## config.mk

```make
export PLATFORM = sky130hd
export DESIGN_NAME = uart_rx_param
export DESIGN_NICKNAME = d
export VERILOG_FILES = /design/src/rtl/uart_pkg.sv /design/src/rtl/uart_rx_sync.sv /design/src/rtl/uart_rx_param.sv
export SDC_FILE = /design/constraint.sdc
export NUM_CORES = 1
export LEC_CHECK = 0
export BUFFER_PORTS_ARGS = -buffer_cell sky130_fd_sc_hd__buf_4
export CORE_MARGIN = 2
export CORE_UTILIZATION = 55
export DETAILED_ROUTE_END_ITERATION = 6
export PLACE_DENSITY = 0.77
export SLEW_MARGIN = 40
export SYNTH_ARGS = -nofsm -noshare
export SYNTH_HDL_FRONTEND = slang
export SYNTH_SLANG_ARGS = --single-unit
```

## constraint.sdc

```tcl
create_clock -name clk -period 2.3 [get_ports clk]
set_input_delay 0.23 -clock clk [delete_from_list [all_inputs] [get_ports clk]]
set_output_delay 0.23 -clock clk [all_outputs]
set_load 0.01 [all_outputs]
```

## src/rtl/uart_pkg.sv

```systemverilog
// Shared UART receiver types: frame state encoding, parity mode codes and baud divisor helper.
// Latency: n/a (types and constant functions only).
// Backpressure: n/a.
package uart_pkg;

    typedef enum logic [2:0] {
        IDLE,
        START,
        DATA,
        PARITY,
        STOP
    } state_t;

    localparam int PAR_NONE = 0;
    localparam int PAR_ODD  = 1;
    localparam int PAR_EVEN = 2;

    // Clock cycles per bit, rounded to nearest.
    function automatic int clks_per_bit(input int clk_hz, input int baud);
        return (clk_hz + baud / 2) / baud;
    endfunction

endpackage

```

## src/rtl/uart_rx_sync.sv

```systemverilog
// Two-flop synchroniser for an idle-high asynchronous line.
// Latency: 2 clk cycles from d to q.
// Backpressure: none; free-running.
// Ports: clk, rst (async active-high), d (async input), q (synchronised output, resets to 1).
module uart_rx_sync (
    input  logic clk,
    input  logic rst,
    input  logic d,
    output logic q
);

    logic meta_q, meta_d;
    logic sync_q, sync_d;

    always_comb begin
        meta_d = d;
        sync_d = meta_q;
    end

    // Reset to 1 so an idle line never looks like a start bit coming out of reset.
    always_ff @(posedge clk or posedge rst) begin
        if (rst) begin
            meta_q <= 1'b1;
            sync_q <= 1'b1;
        end else begin
            meta_q <= meta_d;
            sync_q <= sync_d;
        end
    end

    assign q = sync_q;

endmodule

```

## src/rtl/uart_rx_param.sv

```systemverilog
// Parametrised UART receiver with false-start rejection and framing/parity/overrun detection.
// Latency: data_valid rises 1 cycle after the final stop-bit sample (plus 2 cycles of input sync).
// Backpressure: one-word output slot; a frame completing while the slot is held is dropped with an overrun_err pulse.
// Ports: clk, rst (async active-high), rx_pin (idle high); data_out/data_valid/data_ready handshake,
//        frame_err/parity_err qualified by data_valid, overrun_err 1-cycle pulse, busy = not idle.
// Build option: UART_RX_MAJORITY_EN selects 2-of-3 majority sampling at S-2D, S-D, S (D = CLKS_PER_BIT/16).
module uart_rx_param #(
    parameter int CLK_FREQ_HZ = 100000000,
    parameter int BAUD        = 9600,
    parameter int DATA_BITS   = 8,
    parameter int PARITY      = 0,
    parameter int STOP_BITS   = 1
) (
    input  logic                 clk,
    input  logic                 rst,
    input  logic                 rx_pin,
    output logic [DATA_BITS-1:0] data_out,
    output logic                 data_valid,
    input  logic                 data_ready,
    output logic                 frame_err,
    output logic                 parity_err,
    output logic                 overrun_err,
    output logic                 busy
);
    import uart_pkg::*;

    localparam int CLKS  = clks_per_bit(CLK_FREQ_HZ, BAUD);
    localparam int CNT_W = (CLKS > 1) ? $clog2(CLKS) : 1;
    localparam int IDX_W = $clog2(DATA_BITS + 1);
    localparam int DLT   = CLKS / 16;
    localparam logic [CNT_W-1:0] S_FULL    = CNT_W'(CLKS - 1);
    localparam logic [CNT_W-1:0] S_HALF    = CNT_W'(CLKS / 2 - 1);
    localparam logic [IDX_W-1:0] DATA_LAST = IDX_W'(DATA_BITS - 1);
    localparam logic [IDX_W-1:0] STOP_LAST = IDX_W'(STOP_BITS - 1);

    logic rx_s;

    uart_rx_sync u_sync (
        .clk (clk),
        .rst (rst),
        .d   (rx_pin),
        .q   (rx_s)
    );

    state_t               state_q, state_d;
    logic [CNT_W-1:0]     cnt_q, cnt_d;
    logic [IDX_W-1:0]     idx_q, idx_d;
    logic [DATA_BITS-1:0] shift_q, shift_d;
    logic                 par_flag_q, par_flag_d;
    logic                 frm_flag_q, frm_flag_d;
    logic [DATA_BITS-1:0] data_q, data_d;
    logic                 valid_q, valid_d;
    logic                 ferr_q, ferr_d;
    logic                 perr_q, perr_d;
    logic                 ovr_q, ovr_d;

    logic [CNT_W-1:0]     s_nom;
    logic                 at_s;
    logic                 bit_s;
    logic                 done;
    logic                 par_exp;

    // Start bit is judged at mid-bit; every later bit one full period after the previous decision.
    assign s_nom = (state_q == START) ? S_HALF : S_FULL;
    assign at_s  = (cnt_q == s_nom);

`ifdef UART_RX_MAJORITY_EN
    logic [1:0] vote_q, vote_d;

    // Two early votes are captured inside the current bit; the third is the live value at S.
    always_comb begin
        vote_d = vote_q;
        if (cnt_q == s_nom - CNT_W'(2 * DLT)) vote_d[0] = rx_s;
        if (cnt_q == s_nom - CNT_W'(DLT))     vote_d[1] = rx_s;
    end

    always_ff @(posedge clk or posedge rst) begin
        if (rst) vote_q <= 2'b11;
        else     vote_q <= vote_d;
    end

    // With very short bit periods the three points collapse onto S.
    assign bit_s = (DLT == 0) ? rx_s
                 : ((vote_q[0] & vote_q[1]) | (vote_q[0] & rx_s) | (vote_q[1] & rx_s));
`else
    assign bit_s = rx_s;
`endif

    always_comb begin
        state_d    = state_q;
        cnt_d      = cnt_q;
        idx_d      = idx_q;
        shift_d    = shift_q;
        par_flag_d = par_flag_q;
        frm_flag_d = frm_flag_q;
        data_d     = data_q;
        valid_d    = valid_q;
        ferr_d     = ferr_q;
        perr_d     = perr_q;
        ovr_d      = 1'b0;
        done       = 1'b0;
        par_exp    = (PARITY == PAR_ODD) ? ~^shift_q : ^shift_q;

        case (state_q)
            IDLE: begin
                if (!rx_s) begin
                    state_d = START;
                    cnt_d   = '0;
                end
            end
            START: begin
                if (at_s) begin
                    cnt_d = '0;
                    if (!bit_s) begin
                        state_d    = DATA;
                        idx_d      = '0;
                        shift_d    = '0;
                        par_flag_d = 1'b0;
                        frm_flag_d = 1'b0;
                    end else begin
                        state_d = IDLE;
                    end
                end else begin
                    cnt_d = cnt_q + CNT_W'(1);
                end
            end
            DATA: begin
                if (at_s) begin
                    cnt_d   = '0;
                    // LSB-first shift: after DATA_BITS samples bit 0 sits at index 0.
                    shift_d = {bit_s, shift_q[DATA_BITS-1:1]};
                    if (idx_q == DATA_LAST) begin
                        idx_d   = '0;
                        state_d = (PARITY != PAR_NONE) ? uart_pkg::PARITY : STOP;
                    end else begin
                        idx_d = idx_q + IDX_W'(1);
                    end
                end else begin
                    cnt_d = cnt_q + CNT_W'(1);
                end
            end
            uart_pkg::PARITY: begin
                if (at_s) begin
                    cnt_d   = '0;
                    idx_d   = '0;
                    state_d = STOP;
                    if (bit_s != par_exp) par_flag_d = 1'b1;
                end else begin
                    cnt_d = cnt_q + CNT_W'(1);
                end
            end
            STOP: begin
                if (at_s) begin
                    cnt_d = '0;
                    if (!bit_s) frm_flag_d = 1'b1;
                    if (idx_q == STOP_LAST) begin
                        idx_d   = '0;
                        state_d = IDLE;
                        done    = 1'b1;
                    end else begin
                        idx_d = idx_q + IDX_W'(1);
                    end
                end else begin
                    cnt_d = cnt_q + CNT_W'(1);
                end
            end
            default: state_d = IDLE;
        endcase

        // Output slot: a completing frame may replace a word that is being accepted this cycle.
        if (done) begin
            if (!valid_q || data_ready) begin
                data_d  = shift_q;
                ferr_d  = frm_flag_d;
                perr_d  = par_flag_q;
                valid_d = 1'b1;
            end else begin
                ovr_d = 1'b1;
            end
        end else if (valid_q && data_ready) begin
            valid_d = 1'b0;
        end
    end

    always_ff @(posedge clk or posedge rst) begin
        if (rst) begin
            state_q    <= IDLE;
            cnt_q      <= '0;
            idx_q      <= '0;
            shift_q    <= '0;
            par_flag_q <= 1'b0;
            frm_flag_q <= 1'b0;
            data_q     <= '0;
            valid_q    <= 1'b0;
            ferr_q     <= 1'b0;
            perr_q     <= 1'b0;
            ovr_q      <= 1'b0;
        end else begin
            state_q    <= state_d;
            cnt_q      <= cnt_d;
            idx_q      <= idx_d;
            shift_q    <= shift_d;
            par_flag_q <= par_flag_d;
            frm_flag_q <= frm_flag_d;
            data_q     <= data_d;
            valid_q    <= valid_d;
            ferr_q     <= ferr_d;
            perr_q     <= perr_d;
            ovr_q      <= ovr_d;
        end
    end

    assign data_out    = data_q;
    assign data_valid  = valid_q;
    assign frame_err   = ferr_q;
    assign parity_err  = perr_q;
    assign overrun_err = ovr_q;
    assign busy        = (state_q != IDLE);

endmodule

```

Word-level counts from Yosys, hierarchy flattened
Cells that the tools add are included.
{"block": "totals", "regBits": 45, "inputBits": 4, "elab_cells": 95, "output_inout_bits": 13}
{"block": "classes", "n_eq_ne": 17, "reduce_logical": 20, "n_addsub": 2, "n_mux": 43}
{"cell": "2-to-1 mux 14 bit", "count": 3}
{"cell": "2-to-1 mux 4 bit", "count": 7}
{"cell": "case mux 14 bit (2 select lines)", "count": 1}
{"cell": "2-to-1 mux 8 bit", "count": 3}
{"cell": "2-to-1 mux 3 bit", "count": 7}
{"cell": "inequality test 2 bit (second input constant)", "count": 9}
{"cell": "2-to-1 mux 1 bit", "count": 16}
{"cell": "case mux 4 bit (4 select lines)", "count": 1}
{"cell": "case mux 8 bit (2 select lines)", "count": 1}
{"cell": "case mux 3 bit (5 select lines)", "count": 1}
{"cell": "adder 14 x 1 -> 14 bit (second input constant)", "count": 1}
{"cell": "equality test 14 bit", "count": 1}
{"cell": "nonzero test 2 bit", "count": 4}
{"cell": "parity 8 bit", "count": 1}
{"cell": "AND reduction 7 bit", "count": 1}
{"cell": "equality test 3 x 2 -> 1 bit (second input constant)", "count": 2}
{"cell": "AND reduction 2 bit", "count": 3}
{"cell": "AND reduction 6 bit", "count": 1}
{"cell": "AND reduction 5 bit", "count": 1}
{"cell": "adder 4 x 1 -> 4 bit (second input constant)", "count": 1}
{"cell": "equality test 4 x 3 -> 1 bit (second input constant)", "count": 1}
{"cell": "logical NOT 4 bit", "count": 1}
{"cell": "case mux 1 bit (2 select lines)", "count": 2}
{"cell": "AND reduction 4 bit", "count": 1}
{"cell": "other kinds (12)", "count": 12}

Longest topological paths before layout
Gate-level depths: netlist (run 1).
{"block": "logic_depth", "word_depth": 7, "depth_mapped": 7, "ltp_nobuf": 7}

Modules after synthesis
From an unflattened synthesis (run 1), not the netlist that was laid out.
{"block": "hier_totals", "hier_cells": 205, "area_unflattened_um2": 2307.2}
{"mod": "uart_rx_param", "seq_area_each_um2": 1076.0, "cells_each": 202, "area_per_inst_um2": 2250.9, "n_inst": 1}
{"mod": "uart_rx_sync", "seq_area_each_um2": 52.6, "cells_each": 3, "area_per_inst_um2": 56.3, "n_inst": 1}

Least setup slack after synthesis (run 1)
OpenSTA, ideal clock, no wires.
{"block": "synth_timing", "kind": "reg2reg", "start": "register state_q[1]", "end": "register data_q[0], in the netlist data_out[0]", "arrival_ns": 1.951, "stages_incl_launch_ff": 8, "setup_ns": 0.125, "t_required_ns": 2.175, "n_path_buf": 2, "setup_slack_ns": 0.224, "period_less_slack_ns": 2.076, "path_cell_list": "dfrtp_1 -> or3b_1 -> buf_2 -> nor4_4 -> o21a_1 -> buf_4 -> nand3_4 -> mux2_2"}
{"block": "synth_between", "elab_chain_cells": 6, "elab_cells_between_ends": 7, "cone_classes": "3 x eq/ne; 3 x mux; 1 x reduce/logical"}
{"item": "from (decl)", "line_no": "uart_rx_param.sv:45", "text": "state_t state_q, state_d;"}
{"item": "from (signal assigned)", "line_no": "uart_rx_param.sv:199", "text": "state_q <= state_d;"}
{"item": "equality test 3 x 1 -> 1 bit", "line_no": "uart_rx_param.sv:64", "text": "assign s_nom = (state_q == START) ? S_HALF : S_FULL;"}
{"item": "2-to-1 mux 14 bit", "line_no": "uart_rx_param.sv:64"}
{"item": "equality test 14 bit", "line_no": "uart_rx_param.sv:65", "text": "assign at_s = (cnt_q == s_nom);"}
{"item": "2-to-1 mux 1 bit", "line_no": "uart_rx_param.sv:153", "text": "if (at_s) begin"}
{"item": "2-to-1 mux 1 bit *", "line_no": "uart_rx_param.sv:104", "text": "case (state_q)"}
{"item": "AND reduction 2 bit (no line) *"}
{"item": "to (signal assigned)", "line_no": "uart_rx_param.sv:205", "text": "data_q <= data_d;"}
{"item": "to (decl)", "line_no": "uart_rx_param.sv:51", "text": "logic [DATA_BITS-1:0] data_q, data_d;"}
Every way passes the cells marked *; elsewhere a longest branch is shown, timed or not.
A chain may end at the register's enable or synchronous reset.

Final worst setup path (run 1)
{"block": "layout_timing", "start": "register state_q[2]", "end": "register state_q[1]"}
{"block": "layout_between", "elab_chain_cells": 5, "elab_cells_between_ends": 16, "cone_classes": "12 x eq/ne; 2 x mux; 2 x reduce/logical"}
{"item": "equality test 3 x 1 -> 1 bit", "line_no": "uart_rx_param.sv:64, uart_rx_param.sv:104"}
{"item": "2-to-1 mux 14 bit", "line_no": "uart_rx_param.sv:64"}
{"item": "equality test 14 bit", "line_no": "uart_rx_param.sv:65"}
{"item": "inequality test 2 bit (no line)"}
{"item": "AND reduction 7 bit (no line)"}
Several ways; a longest one is shown, not always the timed one.

==> flow_metrics.tcl, run 1 <==
set metrics [dict create \
    yosysMostFrequentCell "dfrtp_1" \
    die_x_um 68.75 \
    fin_crit_ns 2.236 \
    start_util_pct 57.24 \
    drt_iter0_drc 102 \
    syn_area_um2 2306 \
    synthCells 219 \
    routabilityCongestion 0.8195 \
    finalInstanceArea_um2 2685 \
    p_sw_mw 0.2910 \
    p_comb_share_pct 2.2 \
    regArea_um2 1130 \
    dieArea_um2 4727 \
    htreeDepth 2 \
    antenna_found_initial 0 \
    reg2reg_slack_ns 0.06 \
    yosysWarnings 0 \
    area_growth_pct 16.44 \
    synth_flop_cell "dfrtp_1" \
    ys_seq_area_share_pct 48.94 \
    cts-root-buf "clkbuf_8" \
    fmax_mhz 447.1 \
    tightestPinTransition_ns 0.5608 \
    start_kind "register" \
    p_per_area_nw_per_um2 485.8 \
    yosys.area.top_type "dfrtp_1" \
    path_clk_slew_ns 0.08 \
    clockBufferDepth 2 \
    relSlewSlack_pct 62.27 \
    whs_ns 0.02924 \
    post-route-drc-count 0 \
    via_count 1811 \
    ant_nets 0 \
    multi_input_area_um2 1119 \
    drive_above_1_share_pct 26.09 \
    wl_per_cell_um 15.55 \
    grt_first_pass_wirelength_um 7769 \
    grt.total_usage_pct 22.33 \
    dpl.cell_count 292 \
    coreArea_um2 4029 \
    maxCapViolations 0 \
    drt_first_pass_iters 4 \
    p_clk_share_pct 36.8 \
    numCtsBuffers 5 \
    synth_top_area_share_pct 46.66 \
    grt_pass1_vias 1610 \
    synth_nets 226 \
    rsz0062_at_grt "yes" \
    async_reset_ff_share_pct 100.0 \
    peakVddDrop_uv 366.9 \
    arrival_ns 2.47 \
    final.setup.tns_ns 0 \
    hold_viol 0 \
    slew_violations 0 \
    crit_fanout 11 \
    p_seq_share_pct 61.1 \
    cp_data_required_time_ns 2.53 \
    diodes 0 \
    clkSinkCount 45 \
    p_leak_nw 1.233 \
    die_h_um 68.75 \
    synth_seq_cells 45 \
    clk_latency_ns 0.30 \
    rows 23 \
    wl_um 4712 \
    final_core_util_pct 66.65 \
    switching_share_pct 22.31 \
    layout.cells.non_filler 303 \
    end_kind "register" \
    dpl-instance-area_um2 2565 \
    synth_edf_count 0 \
    synthTopCellsByArea "dfrtp_1, mux2_2, a22o_1, xnor2_1, nand2_1" \
    place.port_buffers 16 \
    nFillCells 337 \
    syn_area_per_cell_um2 10.53 \
    grt_max_degree 18 \
    hold_path.class "input pin to register" \
    synth.distinct_cells 51 \
    fin_skew_ns 0.006496 \
    vias_per_cell 5.977 \
    overflow 0 \
    fin_nets 259 \
    status "finished, final reports clean" \
    period_share_pct 97.24 \
    setup_viol 0 \
    ys_top_cells_by_count "dfrtp_1, nand2_1, nor2_1, a22o_1, mux2_2" \
    cts_tree "yes" \
    dp_hpwl_um 3366 \
    io_pins 17 \
    intPower_mw 1.013 \
    critPathKind "register to register" \
]
==> stage by stage <==
stage	power, mW	worst slack [ns]
2_1_floorplan	0.8282	0.2239
3_3_place_gp	0.8398	0.1135
6_report	1.304	0.06352
4_1_cts	1.319	0.03257
5_1_grt	1.354	-0.02498
3_5_place_dp	0.8406	0.03940
==> flip-flops by register name, indices dropped and copies added (netlist names), 3 cells and up <==
register / cells
shift_q: 8
cnt_q: 14
idx_q: 4
data_out: 8
state_q: 3
==> power groups by stage <==
stage / registers [mW] / logic [mW] / clock network (mW)
2_1_floorplan: 0.810 / 0.0186 / 0
3_3_place_gp: 0.812 / 0.0275 / 0
3_5_place_dp: 0.812 / 0.0282 / 0
4_1_cts: 0.797 / 0.0296 / 0.493
5_1_grt: 0.797 / 0.0328 / 0.524
6_report: 0.797 / 0.0282 / 0.479
==> final timing paths <==
check,endpoint,cells past startpoint,startpoint
setup / recovery,state_q[1]$_DFFE_PP0P_,5,state_q[2]$_DFFE_PP0P_
hold / removal,u_sync.meta_q$_DFF_PP1_,1,rx_pin
setup reg to reg,state_q[1]$_DFFE_PP0P_,5,state_q[2]$_DFFE_PP0P_
hold reg to reg,u_sync.q$_DFF_PP1_,0,u_sync.meta_q$_DFF_PP1_
max in group asynchronous,u_sync.q$_DFF_PP1_,4,rst
min in group asynchronous,shift_q[1]$_DFFE_PP0P_,3,rst
==> cell type report <==
class                   count  share of cell area [%]
clock buffers               5                   2.563
clock inverters             3                  0.6524
inverters                   8                   1.118
multi-input cells         158                   41.66
flip-flops and latches     45                   42.08
well taps                  50                   2.330
repair buffers             34                   9.599
==> what timing repair did <==
item / in CTS / in global routing
endpoints found under the setup margin: 0 / 18
hold buffers: 1 / 0
hold endpoints to repair: 12 / 0
buffers inserted: 0 / 2
resized for setup: 0 / 3
==> cells in the final DEF, fill, tap and decap left out, types with 5 or more instances in the layout <==
cell / n
clkbuf_8: 5
a21oi_1: 9
buf_4: 33
nand2_1: 18
xnor2_1: 9
mux2_2: 10
nor2_1: 16
a22o_1: 12
o21ai_0: 7
nor3_1: 7
dfrtp_1: 42
inv_1: 7
nand3_1: 7
==> critical path, stage by stage (launching register included) <==
cell and delay [ns]:
dfrtp_1 0.38, or3b_1 0.47, nor4_4 0.43, o21ai_2 0.24, or4b_1 0.50, a21oi_1 0.14
==> per-layer routing <==
metal / global-route usage, % / vias to the layer above / wire [um]
met4: 7.598 / 0 / 68
met3: 4.870 / 7 / 189
li1: - / 870 / -
met5: 0 / - / 0
met2: 33.65 / 39 / 2175
met1: 31.96 / 895 / 2278
==> cell families (layout without fill, tap and decap cells) <==
logic type / Yosys count / count (layout) / synth area share [%]
AOI/OAI and AO/OA: 54 / 54 / 16.77
xor gates and xnor gates: 11 / 11 / 4.775
adders and majority gates: 3 / 3 / 1.628
buffers and inverters: 16 / 50 / 2.876
DFF: 45 / 45 / 48.94
muxes: 11 / 11 / 5.318
and+or+nand+nor: 79 / 79 / 19.70
Note: power is estimated with default switching activity, not from simulation.
==> inputs of run 2 (changes only) <==
--- a/config.mk
+++ b/config.mk
@@ -6,10 +6,11 @@
 export NUM_CORES = 1
 export LEC_CHECK = 0
 export BUFFER_PORTS_ARGS = -buffer_cell sky130_fd_sc_hd__buf_4
-export CORE_MARGIN = 2
-export CORE_UTILIZATION = 55
+export CAP_MARGIN = 20
+export CORE_MARGIN = 1.5
+export CORE_UTILIZATION = 35
 export DETAILED_ROUTE_END_ITERATION = 6
-export PLACE_DENSITY = 0.77
+export PLACE_DENSITY = 0.54
 export SLEW_MARGIN = 40
 export SYNTH_ARGS = -nofsm -noshare
 export SYNTH_HDL_FRONTEND = slang
==> run 2 against run 1 <==
Net effect:
- critical path depth did not move
- power increased by 5.0%
- first-iteration DRC count grew 13%
- largest cell class unchanged
- hold slack got worse by 0.0089 ns
==> flow_metrics.tcl, run 2 (same netlist as run 1, synthesis figures left out) <==
set metrics [dict create \
    status "finished, final reports clean" \
    antenna_found_initial 0 \
    path_clk_slew_ns 0.09 \
    critPathLaunch "state_q[2]$_DFFE_PP0P_" \
    wl_per_cell_um 15.05 \
    area_growth_pct 19.15 \
    die_h_um 84.17 \
    fmax_mhz 451.9 \
    fin_skew_ns 0.006324 \
    largest_reg_flops 14 \
    whs_ns 0.02035 \
    clkSinkCount 45 \
    clockBufferDepth 2 \
    via_count 1807 \
    cts-root-buf "clkbuf_8" \
    critPathKind "register to register" \
    tightestPinTransition_ns 0.6096 \
    end_kind "register" \
    drt_first_pass_iters 7 \
    fin_crit_ns 2.213 \
    place.port_buffers 16 \
    fin_nets 261 \
    grt_max_degree 21 \
    total_power_mw 1.370 \
    hold_path.class "input pin to register" \
    slowest_delay_ns 0.46 \
    hold_viol 0 \
    final_core_util_pct 43.27 \
    htreeDepth 2 \
    cts_tree "yes" \
    layout_common_cells "dfrtp_1, buf_4, nand2_1" \
    maxCapViolations 0 \
    multi_input_area_um2 1120 \
    rsz0062_at_grt "yes" \
    post-route-drc-count 0 \
    nFillCells 620 \
    grt.total_usage_pct 15.20 \
    coreArea_um2 6350 \
    start_util_pct 36.32 \
    routabilityCongestion 0.7658 \
    crit_cells 5 \
    cp_slowest_cell "or3b_1" \
    slew_violations 0 \
    dieArea_um2 7085 \
    rows 29 \
    ant_nets 0 \
    cp_data_required_time_ns 2.50 \
    critical_path.cell_chain "or3b_1 > nor4_4 > o21a_2 > nand3_4 > mux2_2" \
    p_per_area_nw_per_um2 498.5 \
    cp_top_family "simple AND/OR/NAND/NOR gates" \
    start_kind "register" \
    period_share_pct 96.22 \
    die_x_um 84.17 \
    relSlewSlack_pct 59.27 \
    rr_endpoint "parity_err$_DFFE_PP0P_" \
    vias_per_cell 5.443 \
    crit_fanout 10 \
    dp_hpwl_um 3528 \
    arrival_ns 2.41 \
    final_common_cell "dfrtp_1" \
    reg2reg_slack_ns 0.09 \
    path_buf_inv 0 \
    diodes 0 \
    wl_um 4995 \
    setup_viol 0 \
    largest-register "cnt_q" \
    crit_path_end "parity_err$_DFFE_PP0P_" \
    grt_pass1_vias 1738 \
    r2r.worst_path.cells 5 \
    grt_first_pass_wirelength_um 8618 \
    io_pins 17 \
    numCtsBuffers 5 \
    p_leak_nw 1.253 \
    regArea_um2 1129 \
    r2r_start "state_q[2]$_DFFE_PP0P_" \
    postCtsSetupBuffers 0 \
    drive_above_1_share_pct 26.27 \
    peakVddDrop_uv 239.5 \
    clk_latency_ns 0.31 \
    overflow 0 \
    drt_iter0_drc 115 \
]
==> run 2: changes by cell type in the layout (fill, tap and decap cells not counted), sizes merged <==
| cell | delta |
|---|---|
| buf | +2 |
| clkinv | -2 |
| inv | +2 |
| clkbuf | +1 |
| clkinvlp | -1 |
==> run 2: what timing repair did <==
item	in CTS	in global routing
resized for setup	0	2
hold buffers	1	0
endpoints found under the setup margin	0	21
endpoints found under the hold margin	17	0
==> run 2: routing by layer <==
metal | track usage [%] | vias up | share of wire, %
li1 | - | 875 | -
met2 | 22.55 | 43 | 45
met1 | 21.74 | 881 | 49
met3 | 3.147 | 8 | 3.8
met4 | 6.110 | 0 | 1.9
met5 | 0 | - | 0
==> run 2: stage by stage <==
| stage | worst slack [ns] | area [um^2] | instances | TNS, ns |
|---|---|---|---|---|
| final | 0.08693 | 2748 | 332 | 0 |
| after detailed placement | 0.05805 | 2629 | 323 | 0 |
| after global routing | -0.01919 | 2748 | 332 | -0.02019 |
| after global placement | 0.1278 | 2629 | 323 | 0 |
| after floorplan | 0.2239 | 2306 | 219 | 0 |
| after CTS | 0.02365 | 2739 | 332 | 0 |
==> run 2: area by class of cell <==
type / count / share of cell area, %
multi-input cells: 158 / 40.76
flip-flops and latches: 45 / 41.07
well taps: 77 / 3.506
clock inverters: 2 / 0.6375
clock buffers: 6 / 3.005
inverters: 8 / 1.093
repair buffers: 36 / 9.927
==> run 2: worst min path at each step <==
stage / startpoint / to / slack [ns] / cells past startpoint
after global routing: rx_pin / u_sync.meta_q$_DFF_PP1_ / 0.008 / 1
after CTS: rx_pin / u_sync.meta_q$_DFF_PP1_ / 0.01 / 1
after global placement: rst / cnt_q[5]$_DFFE_PP0P_ / 0.27 / 2
after floorplan: rx_pin / u_sync.meta_q$_DFF_PP1_ / 0.23 / 0
after detailed placement: rst / cnt_q[7]$_DFFE_PP0P_ / 0.27 / 2
final: rx_pin / u_sync.meta_q$_DFF_PP1_ / 0.02 / 1
==> run 2: power by group <==
| group | internal (mW) | switching (mW) | total [mW] |
|---|---|---|---|
| clock | 0.250 | 0.294 | 0.544 |
| sequential | 0.794 | 0.00343 | 0.797 |
| combinational | 0.0101 | 0.0189 | 0.0290 |
